File: config.mk
export PLATFORM = sky130hd
export DESIGN_NAME = ldtu_stream_decoder_flat
export DESIGN_NICKNAME = d
export VERILOG_FILES = /design/src/rtl/ldtu_stream_decoder_if.sv /design/src/rtl/ldtu_stream_decoder.sv /design/src/flat_wrapper.sv
export SDC_FILE = /design/constraint.sdc
export NUM_CORES = 1
export LEC_CHECK = 0
export CORE_MARGIN = 2
export CORE_UTILIZATION = 50
export DETAILED_ROUTE_END_ITERATION = 10
export GPL_TIMING_DRIVEN = 0
export PLACE_DENSITY = 0.8
export SLEW_MARGIN = 10
export SYNTH_ARGS = -nofsm -noshare
export SYNTH_HDL_FRONTEND = slang
export SYNTH_SLANG_ARGS = --single-unit
File: constraint.sdc
create_clock -name CLK -period 2.9 [get_ports CLK]
set_clock_uncertainty 0.1 [all_clocks]
set_input_delay 0.725 -clock CLK [delete_from_list [all_inputs] [get_ports CLK]]
set_output_delay 0.725 -clock CLK [all_outputs]
set_load 0.02 [all_outputs]
File: src/rtl/ldtu_stream_decoder_if.sv
// Word-in / sample-out handshake bundle for the LiTe-DTU stream decoder.
interface ldtu_stream_decoder_if #(
    parameter int ERR_W = 8
);
    logic [31:0]      DATA_in;
    logic             DATA_valid;
    logic             DATA_ready;
    logic [12:0]      sample_out;
    logic             sample_bsl;
    logic             sample_bc0;
    logic             sample_valid;
    logic             sample_ready;
    logic             err_flag;
    logic [ERR_W-1:0] err_count;

    modport slave (
        input  DATA_in, DATA_valid, sample_ready,
        output DATA_ready, sample_out, sample_bsl, sample_bc0,
        output sample_valid, err_flag, err_count
    );

    modport master (
        output DATA_in, DATA_valid, sample_ready,
        input  DATA_ready, sample_out, sample_bsl, sample_bc0,
        input  sample_valid, err_flag, err_count
    );
endinterface

File: src/rtl/ldtu_stream_decoder.sv
// LiTe-DTU 32-bit word unpacker: classifies words, emits one sample per clock.
module ldtu_stream_decoder #(
    parameter int          N_BSL     = 5,
    parameter int          N_SIG     = 2,
    parameter int          ERR_W     = 8,
    parameter logic [31:0] IDLE_WORD = 32'hEAAAEAAA
) (
    input logic CLK,
    input logic rst_b,
    ldtu_stream_decoder_if.slave bus
);
    typedef enum logic {S_EMPTY, S_UNPACK} state_t;

    state_t           r_state;
    state_t           w_next;
    logic [31:0]      r_word;
    logic             r_bsl;
    logic [2:0]       r_rem;
    logic             r_pend;
    logic             r_mark;
    logic             r_alive;
    logic             r_err_flag;
    logic [ERR_W-1:0] r_err_cnt;

    logic        w_idle, w_bsl, w_sig, w_one, w_part, w_hdr;
    logic        w_data, w_bad;
    logic [3:0]  w_n;
    logic [31:0] w_ld_word;
    logic [2:0]  w_ld_rem;
    logic        w_ld_bsl;
    logic        w_valid, w_ready;
    logic        w_last, w_s_xfer, w_d_xfer, w_load;

    assign w_n = bus.DATA_in[27:24];

    always_comb begin
        w_idle = bus.DATA_in == IDLE_WORD;
        w_bsl  = !w_idle && bus.DATA_in[31:30] == 2'b01;
        w_sig  = bus.DATA_in[31:26] == 6'b001010;
        w_one  = bus.DATA_in[31:26] == 6'b001011;
        w_part = !w_idle && bus.DATA_in[31:28] == 4'b1110
                 && w_n != 4'd0 && w_n <= 4'd4;
        w_hdr  = bus.DATA_in[31:28] == 4'b1101;
        w_data = w_bsl | w_sig | w_one | w_part;
        w_bad  = !(w_idle | w_data | w_hdr);
    end

    always_comb begin
        w_ld_word = 32'd0;
        w_ld_rem  = 3'd0;
        w_ld_bsl  = 1'b0;
        unique case (1'b1)
            w_bsl: begin
                w_ld_word = {2'b00, bus.DATA_in[29:0]};
                w_ld_rem  = 3'(N_BSL);
                w_ld_bsl  = 1'b1;
            end
            w_sig: begin
                w_ld_word = {6'd0, bus.DATA_in[25:0]};
                w_ld_rem  = 3'(N_SIG);
            end
            w_one: begin
                w_ld_word = {19'd0, bus.DATA_in[12:0]};
                w_ld_rem  = 3'd1;
            end
            w_part: begin
                w_ld_word = {8'd0, bus.DATA_in[23:0]};
                w_ld_rem  = w_n[2:0];
                w_ld_bsl  = 1'b1;
            end
            default: ;
        endcase
    end

    assign w_last   = r_rem == 3'd1;
    assign w_s_xfer = w_valid && bus.sample_ready;
    assign w_d_xfer = bus.DATA_valid && w_ready;
    assign w_load   = w_d_xfer && w_data;

    always_ff @(posedge CLK or negedge rst_b) begin
        if (!rst_b) r_state <= S_EMPTY;
        else        r_state <= w_next;
    end

    always_comb begin
        w_next = r_state;
        unique case (r_state)
            S_EMPTY:  if (w_load) w_next = S_UNPACK;
            S_UNPACK: if (w_s_xfer && w_last)
                          w_next = w_load ? S_UNPACK : S_EMPTY;
            default:  w_next = S_EMPTY;
        endcase
    end

    // Ready on the last slot comes straight from sample_ready: no bubble.
    always_comb begin
        w_valid = 1'b0;
        w_ready = 1'b0;
        unique case (r_state)
            S_EMPTY:  w_ready = r_alive;
            S_UNPACK: begin
                w_valid = 1'b1;
                w_ready = r_alive && w_last && bus.sample_ready;
            end
            default: ;
        endcase
    end

    always_ff @(posedge CLK or negedge rst_b) begin
        if (!rst_b) begin
            r_word <= 32'd0;
            r_bsl  <= 1'b0;
            r_rem  <= 3'd0;
            r_mark <= 1'b0;
        end else if (w_load) begin
            r_word <= w_ld_word;
            r_bsl  <= w_ld_bsl;
            r_rem  <= w_ld_rem;
            r_mark <= r_pend && !(w_s_xfer && r_mark);
        end else if (w_s_xfer) begin
            r_word <= r_bsl ? (r_word >> 6) : (r_word >> 13);
            r_rem  <= r_rem - 3'd1;
            r_mark <= 1'b0;
        end
    end

    always_ff @(posedge CLK or negedge rst_b) begin
        if (!rst_b) begin
            r_pend     <= 1'b0;
            r_alive    <= 1'b0;
            r_err_flag <= 1'b0;
            r_err_cnt  <= '0;
        end else begin
            r_alive    <= 1'b1;
            r_err_flag <= w_d_xfer && w_bad;
            if (w_d_xfer && w_hdr)
                r_pend <= 1'b1;
            else if (w_s_xfer && r_mark)
                r_pend <= 1'b0;
            if (w_d_xfer && w_bad && r_err_cnt != '1)
                r_err_cnt <= r_err_cnt + 1'b1;
        end
    end

    assign bus.DATA_ready   = w_ready;
    assign bus.sample_valid = w_valid;
    assign bus.sample_out   = r_bsl ? {7'd0, r_word[5:0]} : r_word[12:0];
    assign bus.sample_bsl   = r_bsl;
    assign bus.sample_bc0   = r_mark;
    assign bus.err_flag     = r_err_flag;
    assign bus.err_count    = r_err_cnt;
endmodule

File: src/flat_wrapper.sv
// flat-port wrapper written by rule: the top's interface ports become plain ports
module ldtu_stream_decoder_flat 
#(
    parameter int          N_BSL     = 5,
    parameter int          N_SIG     = 2,
    parameter int          ERR_W     = 8,
    parameter logic [31:0] IDLE_WORD = 32'hEAAAEAAA
)
  (CLK, rst_b, bus_DATA_in, bus_DATA_valid, bus_sample_ready, bus_DATA_ready, bus_sample_out, bus_sample_bsl, bus_sample_bc0, bus_sample_valid, bus_err_flag, bus_err_count);
  ldtu_stream_decoder_if #(.ERR_W(ERR_W)) bus_i ();
  input logic CLK;
  input logic rst_b;
  input wire logic [$bits(bus_i.DATA_in)-1:0] bus_DATA_in;
  input wire logic [$bits(bus_i.DATA_valid)-1:0] bus_DATA_valid;
  input wire logic [$bits(bus_i.sample_ready)-1:0] bus_sample_ready;
  output wire logic [$bits(bus_i.DATA_ready)-1:0] bus_DATA_ready;
  output wire logic [$bits(bus_i.sample_out)-1:0] bus_sample_out;
  output wire logic [$bits(bus_i.sample_bsl)-1:0] bus_sample_bsl;
  output wire logic [$bits(bus_i.sample_bc0)-1:0] bus_sample_bc0;
  output wire logic [$bits(bus_i.sample_valid)-1:0] bus_sample_valid;
  output wire logic [$bits(bus_i.err_flag)-1:0] bus_err_flag;
  output wire logic [$bits(bus_i.err_count)-1:0] bus_err_count;
  assign bus_i.DATA_in = bus_DATA_in;
  assign bus_i.DATA_valid = bus_DATA_valid;
  assign bus_i.sample_ready = bus_sample_ready;
  assign bus_DATA_ready = bus_i.DATA_ready;
  assign bus_sample_out = bus_i.sample_out;
  assign bus_sample_bsl = bus_i.sample_bsl;
  assign bus_sample_bc0 = bus_i.sample_bc0;
  assign bus_sample_valid = bus_i.sample_valid;
  assign bus_err_flag = bus_i.err_flag;
  assign bus_err_count = bus_i.err_count;
  ldtu_stream_decoder #(.N_BSL(N_BSL), .N_SIG(N_SIG), .ERR_W(ERR_W), .IDLE_WORD(IDLE_WORD)) u_core (.CLK(CLK), .rst_b(rst_b), .bus(bus_i));
endmodule
Yosys cells after proc, flatten, opt, wreduce, memory -nomap -nowiden
Index checks and enable logic that the tools add are counted.
{"block": "classes", "n_addsub": 2, "magnitude_cmp": 1, "eq_ne": 8, "mux": 18, "bitwise": 6, "reduce_logical": 22}
{"operator": "$pmux 30 s4", "n": 1}
{"operator": "$mux 32", "n": 2}
{"operator": "$eq 32x32->1 const B", "n": 1}
{"operator": "$mux 26", "n": 1}
{"operator": "$logic_and 1x1->1", "n": 15}
{"operator": "$mux 13", "n": 1}
{"operator": "$eq 6x4->1 const B", "n": 2}
{"operator": "$pmux 3 s4", "n": 1}
{"operator": "$add 8x1->8 const B", "n": 1}
{"operator": "$eq 4x4->1 const B", "n": 2}
{"operator": "$mux 1", "n": 8}
{"operator": "$ne 8x8->1 const B", "n": 1}
{"operator": "$mux 3", "n": 2}
{"operator": "$or 1x1->1", "n": 5}
{"operator": "$le 4x3->1 const B", "n": 1}
{"operator": "$pmux 1 s2", "n": 2}
{"operator": "$reduce_bool 2->1", "n": 2}
{"operator": "$reduce_bool 4->1", "n": 1}
{"operator": "$eq 3x1->1 const B", "n": 1}
{"operator": "$logic_not 1->1", "n": 3}
{"operator": "$sub 3x1->3 const B", "n": 1}
{"operator": "$eq 2x1->1 const B", "n": 1}
{"operator": "$reduce_or 2->1", "n": 1}
{"operator": "$not 1->1", "n": 1}
{"block": "totals", "register_bits": 49, "input_bits": 36, "output_inout_bits": 26, "word_cells": 66}

Depth between registers and ports, before layout
{"block": "depth", "ltp_word": 11, "depth_mapped": 9, "mapped_depth_nobuf": 7}

Worst setup path before layout
No wires, ideal clock.
{"block": "synth_timing", "path_type": "input port to flip-flop", "startpoint": "in bus_DATA_in[0]", "endpoint": "reg u_core.r_err_cnt[1] (netlist: u_core.bus.err_count[1])", "setup_ps": 125, "arrival_time_ps": 2197, "t_required_ps": 2675, "path_slack_ps": 478, "stages": 5, "path_buffers": 0, "path_cell_list": "or4b_4 > nor4_4 > nand4_4 > and3_4 > mux2_4"}
{"block": "synth_via", "elab_chain_len": 11, "word_cells_on_any_way": 14, "classes_between": "1 x eq/ne; 5 x bitwise; 8 x reduce/logical"}
{"element": "from (decl)", "line_no": "flat_wrapper.sv:13", "source": "input wire logic [$bits(bus_i.DATA_in)-1:0] bus_DATA_in;"}
{"element": "$eq 32x32->1 (*)", "line_no": "ldtu_stream_decoder.sv:37", "source": "w_idle = bus.DATA_in == IDLE_WORD;"}
{"element": "$logic_not 1->1", "line_no": "ldtu_stream_decoder.sv:38, ldtu_stream_decoder.sv:41"}
{"element": "$logic_and 1x1->1, on equally long branches", "line_no": "ldtu_stream_decoder.sv:38, ldtu_stream_decoder.sv:41"}
{"element": "$or 1x1->1 / $logic_and 1x1->1 (equally long branches) (2 in a row)", "line_no": "ldtu_stream_decoder.sv:44, ldtu_stream_decoder.sv:42"}
{"element": "$or 1x1->1", "line_no": "ldtu_stream_decoder.sv:44", "source": "w_data = w_bsl | w_sig | w_one | w_part;"}
{"element": "$or 1x1->1 (*) (2 in a row)", "line_no": "ldtu_stream_decoder.sv:45", "source": "w_bad = !(w_idle | w_data | w_hdr);"}
{"element": "$logic_not 1->1 (*)", "line_no": "ldtu_stream_decoder.sv:45"}
{"element": "$logic_and 1x1->1 (*) (2 in a row)", "line_no": "ldtu_stream_decoder.sv:140", "source": "if (w_d_xfer && w_bad && r_err_cnt != '1)"}
{"element": "to (signal assigned)", "line_no": "ldtu_stream_decoder.sv:141", "source": "r_err_cnt <= r_err_cnt + 1'b1;"}
{"element": "to (decl)", "line_no": "ldtu_stream_decoder.sv:23", "source": "logic [ERR_W-1:0] r_err_cnt;"}
Mark *: on every way between the ends. The rest lies on a longest branch, timed or not.
A chain may end at the register's enable or synchronous reset.

Worst setup path in the final report
{"block": "layout_timing", "startpoint": "in bus_DATA_in[25]", "endpoint": "reg u_core.r_word[1]"}
{"block": "layout_via", "elab_chain_len": 8, "word_cells_on_any_way": 15, "classes_between": "1 x order compare; 1 x eq/ne; 2 x mux; 3 x bitwise; 8 x reduce/logical"}
{"element": "$eq 32x32->1", "line_no": "ldtu_stream_decoder.sv:37"}
{"element": "$logic_not 1->1", "line_no": "ldtu_stream_decoder.sv:38, ldtu_stream_decoder.sv:41"}
{"element": "$logic_and 1x1->1, on equally long branches", "line_no": "ldtu_stream_decoder.sv:38, ldtu_stream_decoder.sv:41"}
{"element": "$or 1x1->1 / $logic_and 1x1->1 (equally long branches) (2 in a row)", "line_no": "ldtu_stream_decoder.sv:44, ldtu_stream_decoder.sv:42"}
{"element": "$or 1x1->1", "line_no": "ldtu_stream_decoder.sv:44"}
{"element": "$logic_and 1x1->1", "line_no": "ldtu_stream_decoder.sv:78", "source": "assign w_load = w_d_xfer && w_data;"}
{"element": "$mux 32 / $reduce_bool 2->1 (equally long branches)"}
{"element": "to (signal assigned)", "line_no": "ldtu_stream_decoder.sv:116", "source": "r_word <= w_ld_word;"}
{"element": "to (signal assigned)", "line_no": "ldtu_stream_decoder.sv:121", "source": "r_word <= r_bsl ? (r_word >> 6) : (r_word >> 13);"}
{"element": "to (decl)", "line_no": "ldtu_stream_decoder.sv:16", "source": "logic [31:0] r_word;"}
Several ways; a longest one is shown, not always the timed one.

==> out/results.tsv <==
metric	value	unit
status	complete, no violations	
FF+latch count, synth	47	
DRT Pass-1 Iters	4	
Top Ports	62	
GRT Residual Overflow	0	
DRC viols	0	
Period minus WS final	2780	ps
Post-synth EDFFs	0	
Most used DFF post-synth	dfrtp_1	
vias post-DR	2496	
syn nets	334	
Util after Layout	68.8	%
dominant cell type by area after synthesis	dfrtp_1	
H-tree depth	2	
GR Util met1	31.3	%
layout cells sized above 1	11.5	%
clock slew at reported path FFs	90	ps
VDD IR-drop max	0.466	mV
worst slack at placement	-273	ps
Max-Cap Viols	0	
Static Leak	1.56	nW
postcts setup bufs	0	
final instance area	0.00358	mm^2
final cell count without fillers	434	
core area	0.00520	mm^2
Startpoint Class	input port	
drt via density	5.75	
post-synthesis sequential area ratio	42.8	%
part of the cycle the worst path needs	95.9	%
Die ar.	0.00610	mm^2
r2r setup slk	650	ps
cells after synthesis	295	
Reg-to-Reg End	u_core.bus.err_count[1]	
relative slew slack	47.7	%
PD cells	803	mW/mm^2
post-cts hold buffer count	0	
Required @ worst endpoint	3020	ps
Yosys cell types	53	
critical path arrival	2900	ps
Final WS setup	120	ps
total power draw	2.87	mW
placed instance count	427	
CTS Buffer Depth	2	
antenna violations before repair	0	
RSZ-0062 raised after global routing	no	
Routed Wire Length	7290	um
first-pass GRT wire length	12000	um
worst r2r src	u_core.r_rem[1]	
Clk Latency, worst-skew pair	300	ps
WS Path Type	input port to flop	
Slew Viols, Final	0	
fmax	360	MHz
CTS tree	built	
crit end category	flop	
Total Routing Usage GR	24.8	%
Num CTS Buffers	5	
met3 GRT Util	5.98	%
Synth-to-Final Area Change	30.4	%
post-route antenna net violation count	0	
final hold viol count	0	
vias in the first global route	2528	
Diodes inserted	0	
warnings from Yosys	0	
HPWL after DPL	5350	um
die span in y	78.1	um
Clock Tree Root	clkbuf_8	
synthesized area	0.00275	mm^2
Mean Syn Cell Area	9.31	um^2
Area contributors post-synth	dfrtp_1 (43%), nand2_1 (6.2%), mux2i_1 (5.1%), o21ai_0 (4.4%), a21oi_1 (4.0%)	
Least-Margin Pin Slew	784	ps
Worst Hold Class	input port to async pin	
Nets	403	
crit-path max FO	10	
Rows	26	
R2R depth	7	
starting density of the core	52.8	%
Placed Area	0.00346	mm^2
met2 Use GR	41.6	%
clock sink total	47	
Yosys top cell area share	42.8	%
Wirelength per Cell	16.8	um
First DRT Iteration DRCs	174	
final setup fails	0	
I/O Buffers	61	
ys async rst share	100	%
Die X-Extent	78.1	um
layer carrying the most global-route usage	met2	
largest net degree at the start of global routing	34	
CP Launch Point	bus_DATA_in[25]	
gpl congestion	0.847	
## metal layers
metal,vias to the layer above,routed length [um]
li1,1179,-
met1,1195,3190
met2,108,3490
met3,14,502
met4,0,110
met5,-,0
## cells in the mapped netlist, types with 2 or more instances
library cell and instances:
dfrtp_1 47, nand2_1 45, o21ai_0 24, a21oi_1 22, nor2_1 21, mux2i_1 14, a2bb2oi_1 8, buf_4 8
clkbuf_1 8, nor2b_1 8, nand3_1 7, nand4_1 6, xnor2_1 6, buf_2 5, o21a_1 5, a22o_1 4
inv_1 4, mux2_2 4, ha_1 3, nand4b_1 3, o2bb2ai_1 3, and2_1 2, and3_1 2, and4bb_2 2
buf_1 2, nand3b_1 2, nor3_1 2, or3_1 2, or4bb_1 2
## through the flow
stage | hold WS, ps | setup TNS [ps]
2_1_floorplan | 329 | 0
3_3_place_gp | 383 | -21690
3_5_place_dp | 395 | -7400
4_1_cts | 228 | 0
5_1_grt | 241 | 0
6_report | 218 | 0
## worst max-delay path, cell delays in order
cell and delay [ps]:
clkdlybuf4s50_1 550, o21a_1 280, o41ai_4 520, o21a_1 160, buf_2 210, buf_2 280, nand2_1 90, o21ai_0 90
## cells by family (layout without fill, tap and decap cells)
kind of cell / after synthesis / in the layout / share of synthesized area (%)
other: 1 / 1 / 0.137
xor gates and xnor gates: 7 / 7 / 2.23
and+or+nand+nor: 117 / 117 / 24.1
AOI/OAI and AO/OA: 74 / 74 / 17.1
DFF: 47 / 47 / 42.8
buffers and inverters: 27 / 96 / 5.01
muxes: 19 / 19 / 7.29
adders and majority gates: 3 / 3 / 1.37
## repair_timing
action	CTS	global route
setup endpoints to repair	1	42
cloned	0	0
pin swaps	0	1
resized for setup	1	9
## report_power, final
part / switching, mW / internal [mW]
Combinational: 0.653 / 0.676
Sequential: 0.233 / 0.915
Clock: 0.211 / 0.187
Total: 1.10 / 1.78
## layout by cell type (no fill, tap or decap), drive strengths merged, types with 3 or more instances in the layout
cell type,Yosys,final
nand2,45,45
buf,15,17
mux2i,14,14
ha,3,3
o2bb2ai,3,3
nor2,21,21
clkbuf,8,14
dfrtp,47,47
inv,4,4
and3,3,3
and2,3,3
o21ai,25,25
nand3,7,7
nor3,3,3
nand4,7,7
clkdlybuf4s50,0,57
nor2b,8,8
a2bb2oi,8,8
nand4b,4,4
o21a,5,5
xnor2,6,6
a22o,4,4
a21oi,22,22
mux2,5,5
## area by class of cell
class	instances	area (um^2)
Multi-Input combinational cell	221	1460
Inverter	4	15.0
Buffer	23	124
Sequential cell	47	1180
Fill cell	449	1620
Clock buffer	6	82.6
Timing Repair Buffer	62	629
Clock inverter	1	5.00
Tap cell	70	87.6
## worst max-delay path by stage
stage / to
6_report: u_core.r_word[1]
5_1_grt: u_core.r_word[15]
4_1_cts: u_core.r_rem[0]
3_5_place_dp: u_core.bus.err_count[1]
3_3_place_gp: u_core.bus.err_count[5]
2_1_floorplan: u_core.bus.err_count[1]
## state kept, by name (all words and copies together) (netlist names)
register,count
u_core.bus.sample_bc0,1
u_core.r_rem,3
u_core.r_word,30
u_core.bus.sample_bsl,1
u_core.r_alive,1
u_core.r_pend,1
u_core.bus.err_flag,1
u_core.bus.err_count,8
u_core.r_state,1
Power figures use the tool's default switching activity.
